File: config.mk
export PLATFORM = sky130hd
export DESIGN_NAME = fwd_hazard_ctrl_flat
export DESIGN_NICKNAME = d
export VERILOG_FILES = /design/src/rtl/fwd_hazard_ctrl_if.sv /design/src/rtl/fwd_hazard_ctrl.sv /design/src/flat_wrapper.sv
export SDC_FILE = /design/constraint.sdc
export NUM_CORES = 1
export LEC_CHECK = 0
export ABC_AREA = 1
export CORE_MARGIN = 2
export CORE_UTILIZATION = 50
export DETAILED_ROUTE_END_ITERATION = 16
export DONT_BUFFER_PORTS = 1
export PLACE_DENSITY = 0.62
export RECOVER_POWER = 50
export SLEW_MARGIN = 15
export SYNTH_ARGS = -nofsm -noshare
export SYNTH_HDL_FRONTEND = slang
export SYNTH_SLANG_ARGS = --single-unit
File: constraint.sdc
create_clock -name clk -period 2.1 [get_ports clk]
set_input_delay 0.42 -clock clk [delete_from_list [all_inputs] [get_ports clk]]
set_output_delay 0.42 -clock clk [all_outputs]
set_load 0.05 [all_outputs]
File: src/rtl/fwd_hazard_ctrl_if.sv
`default_nettype none
// ============================================================================
// Module : fwd_hazard_ctrl_if
// Desc   : ID-stage hazard tags in, EX forwarding selects and stall out.
//          FWD_PERF_EN adds the two performance counters.
// Rev    : 1.0  initial release
// ============================================================================
interface fwd_hazard_ctrl_if #(
    parameter int REG_AW = 5
);
    logic              id_valid;
    logic [REG_AW-1:0] id_rs1;
    logic [REG_AW-1:0] id_rs2;
    logic              id_use_rs1;
    logic              id_use_rs2;
    logic              id_a_imm;
    logic              id_b_imm;
    logic [REG_AW-1:0] id_rd;
    logic              id_reg_write;
    logic              id_mem_read;
    logic              flush;
    logic              mem_busy;
    logic [1:0]        fwd_a_sel;
    logic [1:0]        fwd_b_sel;
    logic              stall;
    logic              ex_bubble;
`ifdef FWD_PERF_EN
    logic [31:0]       perf_stall_cnt;
    logic [31:0]       perf_fwd_cnt;

    modport master (
        output id_valid, id_rs1, id_rs2, id_use_rs1, id_use_rs2, id_a_imm, id_b_imm,
               id_rd, id_reg_write, id_mem_read, flush, mem_busy,
        input  fwd_a_sel, fwd_b_sel, stall, ex_bubble, perf_stall_cnt, perf_fwd_cnt
    );
    modport slave (
        input  id_valid, id_rs1, id_rs2, id_use_rs1, id_use_rs2, id_a_imm, id_b_imm,
               id_rd, id_reg_write, id_mem_read, flush, mem_busy,
        output fwd_a_sel, fwd_b_sel, stall, ex_bubble, perf_stall_cnt, perf_fwd_cnt
    );
`else
    modport master (
        output id_valid, id_rs1, id_rs2, id_use_rs1, id_use_rs2, id_a_imm, id_b_imm,
               id_rd, id_reg_write, id_mem_read, flush, mem_busy,
        input  fwd_a_sel, fwd_b_sel, stall, ex_bubble
    );
    modport slave (
        input  id_valid, id_rs1, id_rs2, id_use_rs1, id_use_rs2, id_a_imm, id_b_imm,
               id_rd, id_reg_write, id_mem_read, flush, mem_busy,
        output fwd_a_sel, fwd_b_sel, stall, ex_bubble
    );
`endif
endinterface
`default_nettype wire

File: src/rtl/fwd_hazard_ctrl.sv
`default_nettype none
// ============================================================================
// Module : fwd_hazard_ctrl
// Desc   : EX operand-forwarding selects and load-use stall for a 5-stage
//          RV32I pipe; optional counters under FWD_PERF_EN.
// Rev    : 1.0  initial release
// ============================================================================
module fwd_hazard_ctrl #(
    parameter int REG_AW = 5
) (
    input  logic             clk,
    input  logic             rst_n,
    fwd_hazard_ctrl_if.slave bus
);
    typedef struct packed {
        logic              v;
        logic [REG_AW-1:0] rd;
        logic              rw;
        logic              mr;
    } tag_t;

    localparam logic [0:0] ST_RUN  = 1'b0;
    localparam logic [0:0] ST_HOLD = 1'b1;

    localparam logic [1:0] SEL_RF  = 2'b00;
    localparam logic [1:0] SEL_MEM = 2'b01;
    localparam logic [1:0] SEL_WB  = 2'b10;
    localparam logic [1:0] SEL_IMM = 2'b11;

    logic [0:0] state_q, state_d;
    tag_t       ex_q, mem_q, wb_q, ex_d;
    logic [1:0] fwd_a_q, fwd_a_d, fwd_b_q, fwd_b_d;
    logic       ex_bubble_q, ex_bubble_d;
    logic       id_live_w, lu_w, insert_w, advance_w, stall_w;
    logic       unused_wb_w;

    // A load in EX cannot feed 01; it falls through and lu holds ID instead.
    function automatic logic [1:0] fwd_sel(input logic imm, input logic use_rs,
                                           input logic [REG_AW-1:0] rs,
                                           input tag_t ex, input tag_t mem);
        if (imm)
            return SEL_IMM;
        if (use_rs && rs != '0 && ex.v && ex.rw && !ex.mr && rs == ex.rd)
            return SEL_MEM;
        if (use_rs && rs != '0 && mem.v && mem.rw && rs == mem.rd)
            return SEL_WB;
        return SEL_RF;
    endfunction

    assign id_live_w = bus.id_valid & ~bus.flush;
    assign lu_w      = id_live_w & ex_q.v & ex_q.mr & (ex_q.rd != '0) &
                       ((bus.id_use_rs1 & (bus.id_rs1 == ex_q.rd)) |
                        (bus.id_use_rs2 & (bus.id_rs2 == ex_q.rd)));
    assign insert_w  = id_live_w & ~lu_w;

    always_ff @(posedge clk or negedge rst_n) begin
        if (!rst_n)
            state_q <= ST_RUN;
        else
            state_q <= state_d;
    end

    always_comb begin
        state_d = state_q;
        case (state_q)
            ST_RUN:  if (bus.mem_busy)  state_d = ST_HOLD;
            ST_HOLD: if (!bus.mem_busy) state_d = ST_RUN;
            default: state_d = ST_RUN;
        endcase
    end

    // The HOLD exit cycle advances like RUN so EX stays in step with IF/ID.
    always_comb begin
        advance_w = 1'b0;
        stall_w   = 1'b0;
        case (state_q)
            ST_RUN: begin
                advance_w = ~bus.mem_busy;
                stall_w   = lu_w | bus.mem_busy;
            end
            ST_HOLD: begin
                advance_w = ~bus.mem_busy;
                stall_w   = bus.mem_busy | lu_w;
            end
            default: begin
                advance_w = 1'b0;
                stall_w   = 1'b0;
            end
        endcase
        if (!rst_n)
            stall_w = 1'b0;
    end

    always_comb begin
        ex_d        = '0;
        fwd_a_d     = SEL_RF;
        fwd_b_d     = SEL_RF;
        ex_bubble_d = 1'b1;
        if (insert_w) begin
            ex_d        = {1'b1, bus.id_rd, bus.id_reg_write, bus.id_mem_read};
            fwd_a_d     = fwd_sel(bus.id_a_imm, bus.id_use_rs1, bus.id_rs1, ex_q, mem_q);
            fwd_b_d     = fwd_sel(bus.id_b_imm, bus.id_use_rs2, bus.id_rs2, ex_q, mem_q);
            ex_bubble_d = 1'b0;
        end
    end

    always_ff @(posedge clk or negedge rst_n) begin
        if (!rst_n) begin
            ex_q        <= '0;
            mem_q       <= '0;
            wb_q        <= '0;
            fwd_a_q     <= SEL_RF;
            fwd_b_q     <= SEL_RF;
            ex_bubble_q <= 1'b1;
        end else if (advance_w) begin
            wb_q        <= mem_q;
            mem_q       <= ex_q;
            ex_q        <= ex_d;
            fwd_a_q     <= fwd_a_d;
            fwd_b_q     <= fwd_b_d;
            ex_bubble_q <= ex_bubble_d;
        end
    end

    // WB results reach ID through the write-first regfile, so the WB tag has no consumer here.
    assign unused_wb_w = ^wb_q;

    assign bus.fwd_a_sel = fwd_a_q;
    assign bus.fwd_b_sel = fwd_b_q;
    assign bus.stall     = stall_w;
    assign bus.ex_bubble = ex_bubble_q;

`ifdef FWD_PERF_EN
    logic [31:0] perf_stall_q, perf_fwd_q;
    logic        fwd_hit_w;

    assign fwd_hit_w = (fwd_a_d == SEL_MEM) || (fwd_a_d == SEL_WB) ||
                       (fwd_b_d == SEL_MEM) || (fwd_b_d == SEL_WB);

    // Counted on advancing edges so a load-use held under mem_busy counts once.
    always_ff @(posedge clk or negedge rst_n) begin
        if (!rst_n) begin
            perf_stall_q <= '0;
            perf_fwd_q   <= '0;
        end else if (advance_w) begin
            if (lu_w)
                perf_stall_q <= perf_stall_q + 32'd1;
            if (fwd_hit_w)
                perf_fwd_q <= perf_fwd_q + 32'd1;
        end
    end

    assign bus.perf_stall_cnt = perf_stall_q;
    assign bus.perf_fwd_cnt   = perf_fwd_q;
`else
    // Default build carries no counters.
`endif

endmodule
`default_nettype wire
File: src/flat_wrapper.sv
// flat-port wrapper written by rule: the top's interface ports become plain ports
module fwd_hazard_ctrl_flat 
#(
    parameter int REG_AW = 5
)
  (clk, rst_n, bus_id_valid, bus_id_rs1, bus_id_rs2, bus_id_use_rs1, bus_id_use_rs2, bus_id_a_imm, bus_id_b_imm, bus_id_rd, bus_id_reg_write, bus_id_mem_read, bus_flush, bus_mem_busy, bus_fwd_a_sel, bus_fwd_b_sel, bus_stall, bus_ex_bubble);
  fwd_hazard_ctrl_if #(.REG_AW(REG_AW)) bus_i ();
  input  logic clk;
  input  logic rst_n;
  input wire logic [$bits(bus_i.id_valid)-1:0] bus_id_valid;
  input wire logic [$bits(bus_i.id_rs1)-1:0] bus_id_rs1;
  input wire logic [$bits(bus_i.id_rs2)-1:0] bus_id_rs2;
  input wire logic [$bits(bus_i.id_use_rs1)-1:0] bus_id_use_rs1;
  input wire logic [$bits(bus_i.id_use_rs2)-1:0] bus_id_use_rs2;
  input wire logic [$bits(bus_i.id_a_imm)-1:0] bus_id_a_imm;
  input wire logic [$bits(bus_i.id_b_imm)-1:0] bus_id_b_imm;
  input wire logic [$bits(bus_i.id_rd)-1:0] bus_id_rd;
  input wire logic [$bits(bus_i.id_reg_write)-1:0] bus_id_reg_write;
  input wire logic [$bits(bus_i.id_mem_read)-1:0] bus_id_mem_read;
  input wire logic [$bits(bus_i.flush)-1:0] bus_flush;
  input wire logic [$bits(bus_i.mem_busy)-1:0] bus_mem_busy;
  output wire logic [$bits(bus_i.fwd_a_sel)-1:0] bus_fwd_a_sel;
  output wire logic [$bits(bus_i.fwd_b_sel)-1:0] bus_fwd_b_sel;
  output wire logic [$bits(bus_i.stall)-1:0] bus_stall;
  output wire logic [$bits(bus_i.ex_bubble)-1:0] bus_ex_bubble;
  assign bus_i.id_valid = bus_id_valid;
  assign bus_i.id_rs1 = bus_id_rs1;
  assign bus_i.id_rs2 = bus_id_rs2;
  assign bus_i.id_use_rs1 = bus_id_use_rs1;
  assign bus_i.id_use_rs2 = bus_id_use_rs2;
  assign bus_i.id_a_imm = bus_id_a_imm;
  assign bus_i.id_b_imm = bus_id_b_imm;
  assign bus_i.id_rd = bus_id_rd;
  assign bus_i.id_reg_write = bus_id_reg_write;
  assign bus_i.id_mem_read = bus_id_mem_read;
  assign bus_i.flush = bus_flush;
  assign bus_i.mem_busy = bus_mem_busy;
  assign bus_fwd_a_sel = bus_i.fwd_a_sel;
  assign bus_fwd_b_sel = bus_i.fwd_b_sel;
  assign bus_stall = bus_i.stall;
  assign bus_ex_bubble = bus_i.ex_bubble;
  fwd_hazard_ctrl #(.REG_AW(REG_AW)) u_core (.clk(clk), .rst_n(rst_n), .bus(bus_i));
endmodule
# Word level (Yosys, flattened, before mapping)
# Index checks and enable logic that the tools add are counted.
[word_totals]
romBits = 0
input_bits = 26
memories = 0
ff_bits = 20
ram_bits = 0
latch_bits = 0
wordCells = 81
output_inout_bits = 6
[classes]
bitwise_logic = 12
multipliers = 0
order_cmp = 0
n_reduce_logical = 20
n_shift = 0
n_eq_ne = 4
n_div = 0
mux = 35
n_addsub = 0
[ops]
columns = ["op", "count"]
rows = [
  ["two-way mux 2 bit", 14],
  ["== test 5 bit", 4],
  ["two-way mux 1 bit", 20],
  ["logical AND 1 bit", 16],
  ["nonzero test 5 bit", 3],
  ["bitwise AND 1 bit", 8],
  ["two-way mux 8 bit", 1],
  ["NOT 1 bit", 2],
  ["OR 1 bit", 2],
  ["logical NOT 1 bit", 1],
]

# Longest topological paths before layout
# Gate-level depths: netlist of the first run.
[logic_depth]
ltp_word = 18
mapped_depth = 11
ltp_nobuf = 11

# Worst setup path after synthesis of the first run
# Ideal clock, no wire load.
[synth_timing]
path_kind = "input port to output port"
startpoint = "in bus_id_rs1[3]"
endpoint = "out bus_stall"
slack_ns = -0.344
required_ns = 1.680
stages = 8
arrival_ns = 2.024
n_path_buf = 0
path_cell_list = "inv_1 > nand2_1 > nand2_1 > nor2_1 > nand4_1 > nand2_1 > nand2_2 > a21boi_0"
[synth_via]
elab_chain_cells = 6
[synth_lines]
columns = ["item", "line", "source"]
rows = [
  ["from (decl)", "flat_wrapper.sv:11", "input wire logic [$bits(bus_i.id_rs1)-1:0] bus_id_rs1;"],
  ["== test 5 bit", "fwd_hazard_ctrl.sv:52", "((bus.id_use_rs1 & (bus.id_rs1 == ex_q.rd)) |"],
  ["bitwise AND 1 bit", "fwd_hazard_ctrl.sv:52", ""],
  ["OR 1 bit", "fwd_hazard_ctrl.sv:52", ""],
  ["bitwise AND 1 bit", "fwd_hazard_ctrl.sv:51", "assign lu_w = id_live_w & ex_q.v & ex_q.mr & (ex_q.rd != '0) &"],
  ["OR 1 bit", "fwd_hazard_ctrl.sv:79, fwd_hazard_ctrl.sv:83", ""],
  ["two-way mux 1 bit", "fwd_hazard_ctrl.sv:90", "if (!rst_n)"],
  ["to (decl)", "flat_wrapper.sv:24", "output wire logic [$bits(bus_i.stall)-1:0] bus_stall;"],
]
# No other way between the ends.

# Worst setup path after layout of the first run
[layout_timing]
startpoint = "reg u_core.ex_q[5] (netlist name)"
endpoint = "out bus_stall"
[layout_via]
elab_chain_cells = 6
word_cells_on_any_way = 10
classes_between = "eq/ne (2); mux (1); bitwise (6); reduce/logical (1)"
[layout_lines]
columns = ["item", "line", "source"]
rows = [
  ["from (decl)", "fwd_hazard_ctrl.sv:31", "tag_t ex_q, mem_q, wb_q, ex_d;"],
  ["from (signal assigned)", "fwd_hazard_ctrl.sv:109", "ex_q <= '0;"],
  ["from (signal assigned)", "fwd_hazard_ctrl.sv:118", "ex_q <= ex_d;"],
  ["== test 5 bit, on equally long branches", "fwd_hazard_ctrl.sv:52, fwd_hazard_ctrl.sv:53", ""],
  ["bitwise AND 1 bit, on equally long branches", "fwd_hazard_ctrl.sv:52, fwd_hazard_ctrl.sv:53", ""],
  ["OR 1 bit", "fwd_hazard_ctrl.sv:52", ""],
  ["bitwise AND 1 bit *", "fwd_hazard_ctrl.sv:51", ""],
  ["OR 1 bit *", "fwd_hazard_ctrl.sv:79, fwd_hazard_ctrl.sv:83", ""],
  ["two-way mux 1 bit *", "fwd_hazard_ctrl.sv:90", ""],
]
# Every way passes the cells marked *; elsewhere a longest branch is shown, timed or not.

==> results of run 1 <==
kinds of logic after synthesis:
logic type	count (synthesis)	synth area share
and+or+nand+nor	140	0.434
buffers and inverters	35	0.111
DFF	20	0.379
AOI/OAI and AO/OA	12	0.0557
xor gates and xnor gates	3	0.0198
path summary, 6_finish.rpt:
| path | startpoint | to | depth (start not counted) |
|---|---|---|---|
| worst max-delay path | u_core.ex_q[5]$_DFFE_PN0N_ | bus_stall | 8 |
| worst min-delay path | bus_mem_busy | u_core.mem_q[5]$_DFFE_PN0N_ | 1 |
| worst max register to register | u_core.ex_q[5]$_DFFE_PN0N_ | u_core.ex_q[7]$_DFFE_PN0N_ | 9 |
| worst min register to register | u_core.mem_q[7]$_DFFE_PN0N_ | u_core.mem_q[7]$_DFFE_PN0N_ | 2 |
| max in group asynchronous | rst_n | u_core.ex_q[6]$_DFFE_PN0N_ | 1 |
| min in group asynchronous | rst_n | u_core.mem_q[5]$_DFFE_PN0N_ | 1 |
flip-flops by register name (all words and copies together) (netlist names):
| signal | flops |
|---|---|
| u_core.mem_q | 7 |
| u_core.ex_q | 8 |
| u_core.bus.ex_bubble | 1 |
| u_core.bus.fwd_b_sel | 2 |
| u_core.bus.fwd_a_sel | 2 |
routing by layer:
metal  track usage  up-vias  share of wire
li1              -      654              -
met1         0.319      587           0.46
met2         0.338       44           0.44
met3        0.0375       11          0.067
met4        0.0976        0          0.028
met5             0        -              0
power by group:
| part | switching, W | internal (W) | total [W] |
|---|---|---|---|
| logic | 0.0000858 | 0.0000595 | 0.000145 |
| registers | 0.0000437 | 0.000411 | 0.000455 |
| clock network | 0.000121 | 0.000193 | 0.000314 |
synthesized netlist by cell type:
cell type  count  area, um2
buf_6          1       11.3
nor2b_1        1       6.26
buf_4          2       15.0
nand3_2        1       10.0
inv_2          1       3.75
a21boi_0       1       7.51
dfrtp_1       19        475
a21oi_1        1       5.00
buf_2          1       5.00
nand2_1       92        345
o21ai_0        9       45.0
clkbuf_1       1       3.75
nor2_1        19       71.3
inv_1         29        109
nor3_1         4       20.0
nand4_1        4       25.0
a21oi_4        1       16.3
nand3_1       17       85.1
dfstp_2        1       26.3
nand2_2        1       6.26
nor2_2         1       6.26
xnor2_1        3       26.3
metrics by stage:
step | std cells | hold WS [ns] | util | total power [W]
after floorplan | 210 | 0.124 | - | 0.000563
after detailed placement | 238 | 0.125 | 0.540 | 0.000583
final | 247 | 0.209 | 0.591 | 0.000915
after CTS | 244 | 0.191 | 0.572 | 0.000913
after global routing | 247 | 0.193 | 0.591 | 0.000966
after global placement | 238 | 0.125 | 0.540 | 0.000581
cell type report:
| type | instances | area [um2] |
|---|---|---|
| Clock inverter | 1 | 30.0 |
| Inverter | 30 | 113 |
| Fill cell | 230 | 1020 |
| Sequential cell | 20 | 505 |
| Timing Repair Buffer | 8 | 66.3 |
| Tap cell | 30 | 37.5 |
| Multi-Input combinational cell | 155 | 703 |
| Clock buffer | 3 | 22.5 |
what timing repair did:
item | CTS | global route
setup buffers | 1 | 3
hold buffers | 1 | 0
setup endpoints to repair | 1 | 1
pin swaps | 0 | 6
endpoints found under the hold margin | 20 | 0
gates cloned | 0 | 0
resized for setup | 3 | 10
==> summary.md, run 1 <==
| Metric | Value |
|---|---|
| Status | finished clean |
| Post-synth cell types | 22 |
| Layout net count | approximately 240 |
| Wire per inst | approximately 13 um |
| Die span in x | about 55 um |
| Slew Limit Fails | 0 |
| Area after DPL | roughly 1400 um2 |
| Syn Nets | 236 |
| WP buf/inv | 3 |
| Clock Tree Root | clkbuf_4 |
| Max Cap Violations | 0 |
| CTS tree | yes |
| Worst-Margin Slew | roughly 0.95 ns |
| CTS max path bufs | 2 |
| CP endpoint kind | output pin |
| Slowest CP cell | dfrtp_2 |
| Final period util | 0.977 |
| Reg clk slew, reported paths | about 0.12 ns |
| Setup_tns | 0 ns |
| Core region area | around 2500 um2 |
| Layout cell share with drive strength beyond 1 | 0.134 |
| Drt total wl | roughly 3.3 mm |
| Final Setup Violations | 0 |
| Clk Latency, worst-skew pair | a little over 0.3 ns |
| Leakage power total | 0.811 nW |
| Largest net degree at the start of global routing | 26 |
| Delay-heaviest family, CP | flip-flops |
| Post-DP HPWL | around 2.5 mm |
| Hold Path Class | primary input to register |
| Post-Layout Inst Area | roughly 1500 um2 |
| Via count | approximately 1,300 |
| Setup slack after layout | 0.0488 ns |
| GRT Total Usage | 0.226 |
| Most frequent cells in the layout | nand2_1 (90), inv_1 (26), nor2_1 (19) |
| Commonest non-fill, non-tap cell in the layout | nand2_1 |
| Total grt overflow | 0 |
| Avg Inst Size Synth | between 6 and 7 um2 |
| Clock sink count | 20 |
| Critical path type | register to output pin |
| Area grow syn2layout | 11.5% |
| Htree depth | 1 |
| Gp weighted congestion | 0.897 |
| Post-synthesis sequential area ratio | 0.379 |
| Slowest stage delay, CP | between 0.4 and 0.5 ns |
| Worst vdd ir | 0.000415 V |
| CP required | between 1.5 and 2 ns |
| Number of global-route vias before repair | approximately 1,200 |
| First-pass GRT wire length | between 5 and 6 mm |
| # diodes | 0 |
| Worst slew margin | 0.364 |
| Initial antenna violation count | 0 |
| Setup crit start kind | register |
| Starting density of the core | 0.530 |
| DRC | 0 |
| Post-placement setup slack | 0.318 ns |
| CTS Buf Count | 3 |
| Crit path cell chain | buf_4 -> nor3_1 -> nand3_1 -> nand3_1 -> inv_1 -> nand2_2 -> a21boi_2 -> buf_6 |
| Initial DRC Count | 73 |
| CP most frequent cell | nand3_1 |
| Clk_skew | around 0.0085 ns |
| I/O pins | 32 |
| Synthesized cell area | around 1300 um2 |
| ANT nets after route | 0 |
| CP max FO | 4 |
| RSZ-0062 raised after global routing | true |
| DR pass1 iterations | 4 |
| Crit path arrival time | 1.63 ns |
| I/O Buffers | 0 |
| Post-Synthesis Cells | 210 |
| Die H | approximately 55 um |
| PD cells | ~620 nW/um2 |
| Internal reg-to-reg setup slack | approximately 0.56 ns |
| Seq cells post-synth | 20 |
| Yosys warning count | 0 |
| Final Hold Fails | 0 |
| Min Tclk post-route | between 2 and 2.5 ns |
| Rows | 18 |
| Fmax | between 0.4 and 0.5 GHz |
| Number of vias per cell | about 5.2 |
| Die ar. | between 3000 and 4000 um2 |
Power figures use the tool's default switching activity.
==> run 2: changes to the inputs <==
--- a/config.mk
+++ b/config.mk
@@ -12,7 +12,6 @@
 export DONT_BUFFER_PORTS = 1
 export PLACE_DENSITY = 0.62
 export RECOVER_POWER = 50
-export SLEW_MARGIN = 15
 export SYNTH_ARGS = -nofsm -noshare
 export SYNTH_HDL_FRONTEND = slang
 export SYNTH_SLANG_ARGS = --single-unit
==> results of run 2 <==
The final DEF is identical to that of run 1; final timing and power are the same.
==> run 3: changes to the inputs <==
--- a/config.mk
+++ b/config.mk
@@ -6,7 +6,8 @@
 export NUM_CORES = 1
 export LEC_CHECK = 0
 export ABC_AREA = 1
-export CORE_MARGIN = 2
+export CAP_MARGIN = 20
+export CORE_MARGIN = 4
 export CORE_UTILIZATION = 50
 export DETAILED_ROUTE_END_ITERATION = 16
 export DONT_BUFFER_PORTS = 1
==> run 3 against run 2 <==
Final cell count unchanged. Die area up 15%. Count of clock-buffer cells in the layout unchanged. First-iteration DRC count down 4.1%. Combinational power about the same. Cell area down 0.68%. Largest cell class unchanged.
==> summary.md, run 3 (synthesis results as in run 1) <==
| Metric | Value |
|---|---|
| Worst R2R End | u_core.ex_q[7]$_DFFE_PN0N_ |
| RSZ-0062 raised after global routing | true |
| Clock Tree Root | clkbuf_4 |
| Biggest register | u_core.ex_q |
| Die ar. | 3540 um2 |
| Post-placement setup slack | 0.290 ns |
| Starting density of the core | 0.530 |
| CTS tree | yes |
| Commonest non-fill, non-tap cell in the layout | nand2_1 |
| DRC | 0 |
| Hold Path Class | primary input to register |
| Final core occ | 0.587 |
| Layout Cells excl Fill | 247 |
| CP required | 1.68 ns |
| Worst hold stages | 1 |
| Largest net degree at the start of global routing | 26 |
| CTS max path bufs | 2 |
| Placed Instances | around 240 |
| ANT nets after route | 0 |
| I/O Buffers | 0 |
| Hold wc startpoint | bus_mem_busy |
| Rows | 18 |
| Worst vdd ir | between 0.0004 and 0.0005 V |
| Regs by FF count | u_core.ex_q: 8 flops, u_core.mem_q: 7 flops |
| Worst slew margin | 0.346 |
| # diodes | 0 |
| Internal reg-to-reg setup slack | ~0.58 ns |
| Crit path arrival time | between 1.5 and 2 ns |
| Reg2reg path depth | 9 |
| GRT Total Usage | 0.212 |
| Max Cap Violations | 0 |
| Fmax | roughly 0.49 GHz |
| Setup_tns | 0 ns |
| DR pass1 iterations | 4 |
| Final period util | 0.972 |
| Setup slack after layout | between 0.05 and 0.06 ns |
| Clk Latency, worst-skew pair | between 0.3 and 0.4 ns |
| Switch Pwr | 0.000259 W |
| Area grow syn2layout | 10.8% |
| Internal power | roughly 0.00066 W |
| Die span in x | approximately 59 um |
| Initial DRC Count | 70 |
| Core region area | 2500 um2 |
| Clock share of power | 0.349 |
| I/O pins | 32 |
| Sw Share | 0.281 |
| CTS Buf Count | 3 |
| Wire per inst | ~14 um |
| Worst-Margin Slew | slightly below 1 ns |
| Min Tclk post-route | ~2.0 ns |
| Final Hold Fails | 0 |
| Gp weighted congestion | just under 1 |
| Number of vias per cell | slightly above 5 |
| Area after DPL | around 1400 um2 |
| Drt total wl | about 3.4 mm |
| Number of global-route vias before repair | 1,231 |
| Largest register FFs | 8 |
| Fill cell count | 247 |
| Reg2reg start | u_core.ex_q[5]$_DFFE_PN0N_ |
| Setup crit start kind | register |
| Layout net count | roughly 240 |
| Total grt overflow | 0 |
| PD cells | around 630 nW/um2 |
| Post-Layout Inst Area | around 1500 um2 |
| Sink of the worst hold path | u_core.mem_q[5]$_DFFE_PN0N_ |
| CP endpoint kind | output pin |
| CP max FO | 5 |
| Post-DP HPWL | roughly 2.5 mm |
| Clock sink count | 20 |
| Htree depth | 1 |
| Leakage power total | roughly 0.80 nW |
| Layout cell share with drive strength beyond 1 | 0.129 |
| Most frequent cells in the layout | nand2_1 (90), inv_1 (26), nor2_1 (19) |
| Critical path type | register to output pin |
| Clk_skew | ~0.012 ns |
| Sequential power share | 0.494 |
| Status | finished clean |
| Combinational power share | 0.157 |
| Final Setup Violations | 0 |
| Via count | between 1,000 and 1,500 |
| Reg clk slew, reported paths | between 0.1 and 0.15 ns |
| Die H | 59.5 um |
| Slew Limit Fails | 0 |
| Initial antenna violation count | 0 |
| First-pass GRT wire length | 5.75 mm |
[run 3: worst max-delay path, stage by stage, from the launching register on]
cell and delay (ns):
dfrtp_2 0.43, inv_2 0.05, nand2_1 0.05, nand2_1 0.09, nor2_1 0.13, nand4_1 0.09
nand2_1 0.09, nand2_2 0.06, a21boi_2 0.15, buf_6 0.17
[run 3: metal layers]
| layer | track usage | wire [um] |
|---|---|---|
| met1 | 0.311 | 1630 |
| met4 | 0.0712 | 53 |
| met5 | 0 | 0 |
| met2 | 0.318 | 1490 |
| met3 | 0.0305 | 200 |
[run 3: final cells by class]
type | instances | area [um2] | area share
tap | 30 | 37.5 | 0.0256
clock buffer | 3 | 22.5 | 0.0153
sequential | 20 | 507 | 0.345
inverter | 30 | 113 | 0.0767
timing repair buffer | 8 | 66.3 | 0.0452
multi-input combinational | 155 | 692 | 0.471
clock inverter | 1 | 30.0 | 0.0205
[run 3: worst max path at each step]
stage,start,endpoint,slack [ns]
after floorplan,bus_id_rs1[3],bus_stall,0.04
after global placement,u_core.ex_q[5]$_DFFE_PN0N_,bus_stall,0.30
after detailed placement,u_core.ex_q[5]$_DFFE_PN0N_,bus_stall,0.29
after CTS,u_core.ex_q[5]$_DFFE_PN0N_,bus_stall,0.01
after global routing,u_core.ex_q[3]$_DFFE_PN0N_,bus_stall,-0.07
final,u_core.ex_q[4]$_DFFE_PN0N_,bus_stall,0.06
[run 3: metrics by stage]
stage	power, W	hold WS (ns)
2_1_floorplan	0.000563	0.124
3_3_place_gp	0.000580	0.125
3_5_place_dp	0.000584	0.125
4_1_cts	0.000923	0.188
5_1_grt	0.000974	0.191
6_report	0.000920	0.205
[run 3: what timing repair did]
| item | 4_1_cts | 5_1_grt |
|---|---|---|
| buffers inserted | 1 | 3 |
| gates resized for setup | 3 | 9 |
| endpoints found under the hold margin | 20 | 0 |
| pin swaps | 0 | 7 |
| setup endpoints to repair | 1 | 1 |
| hold buffers | 1 | 0 |
[run 3: power by group through the flow]
stage / clock (W) / sequential (W) / combinational [W]
final: 0.000321 / 0.000455 / 0.000144
after global routing: 0.000348 / 0.000459 / 0.000167
after CTS: 0.000332 / 0.000454 / 0.000137
after detailed placement: 0 / 0.000461 / 0.000123
after global placement: 0 / 0.000460 / 0.000120
after floorplan: 0 / 0.000455 / 0.000108
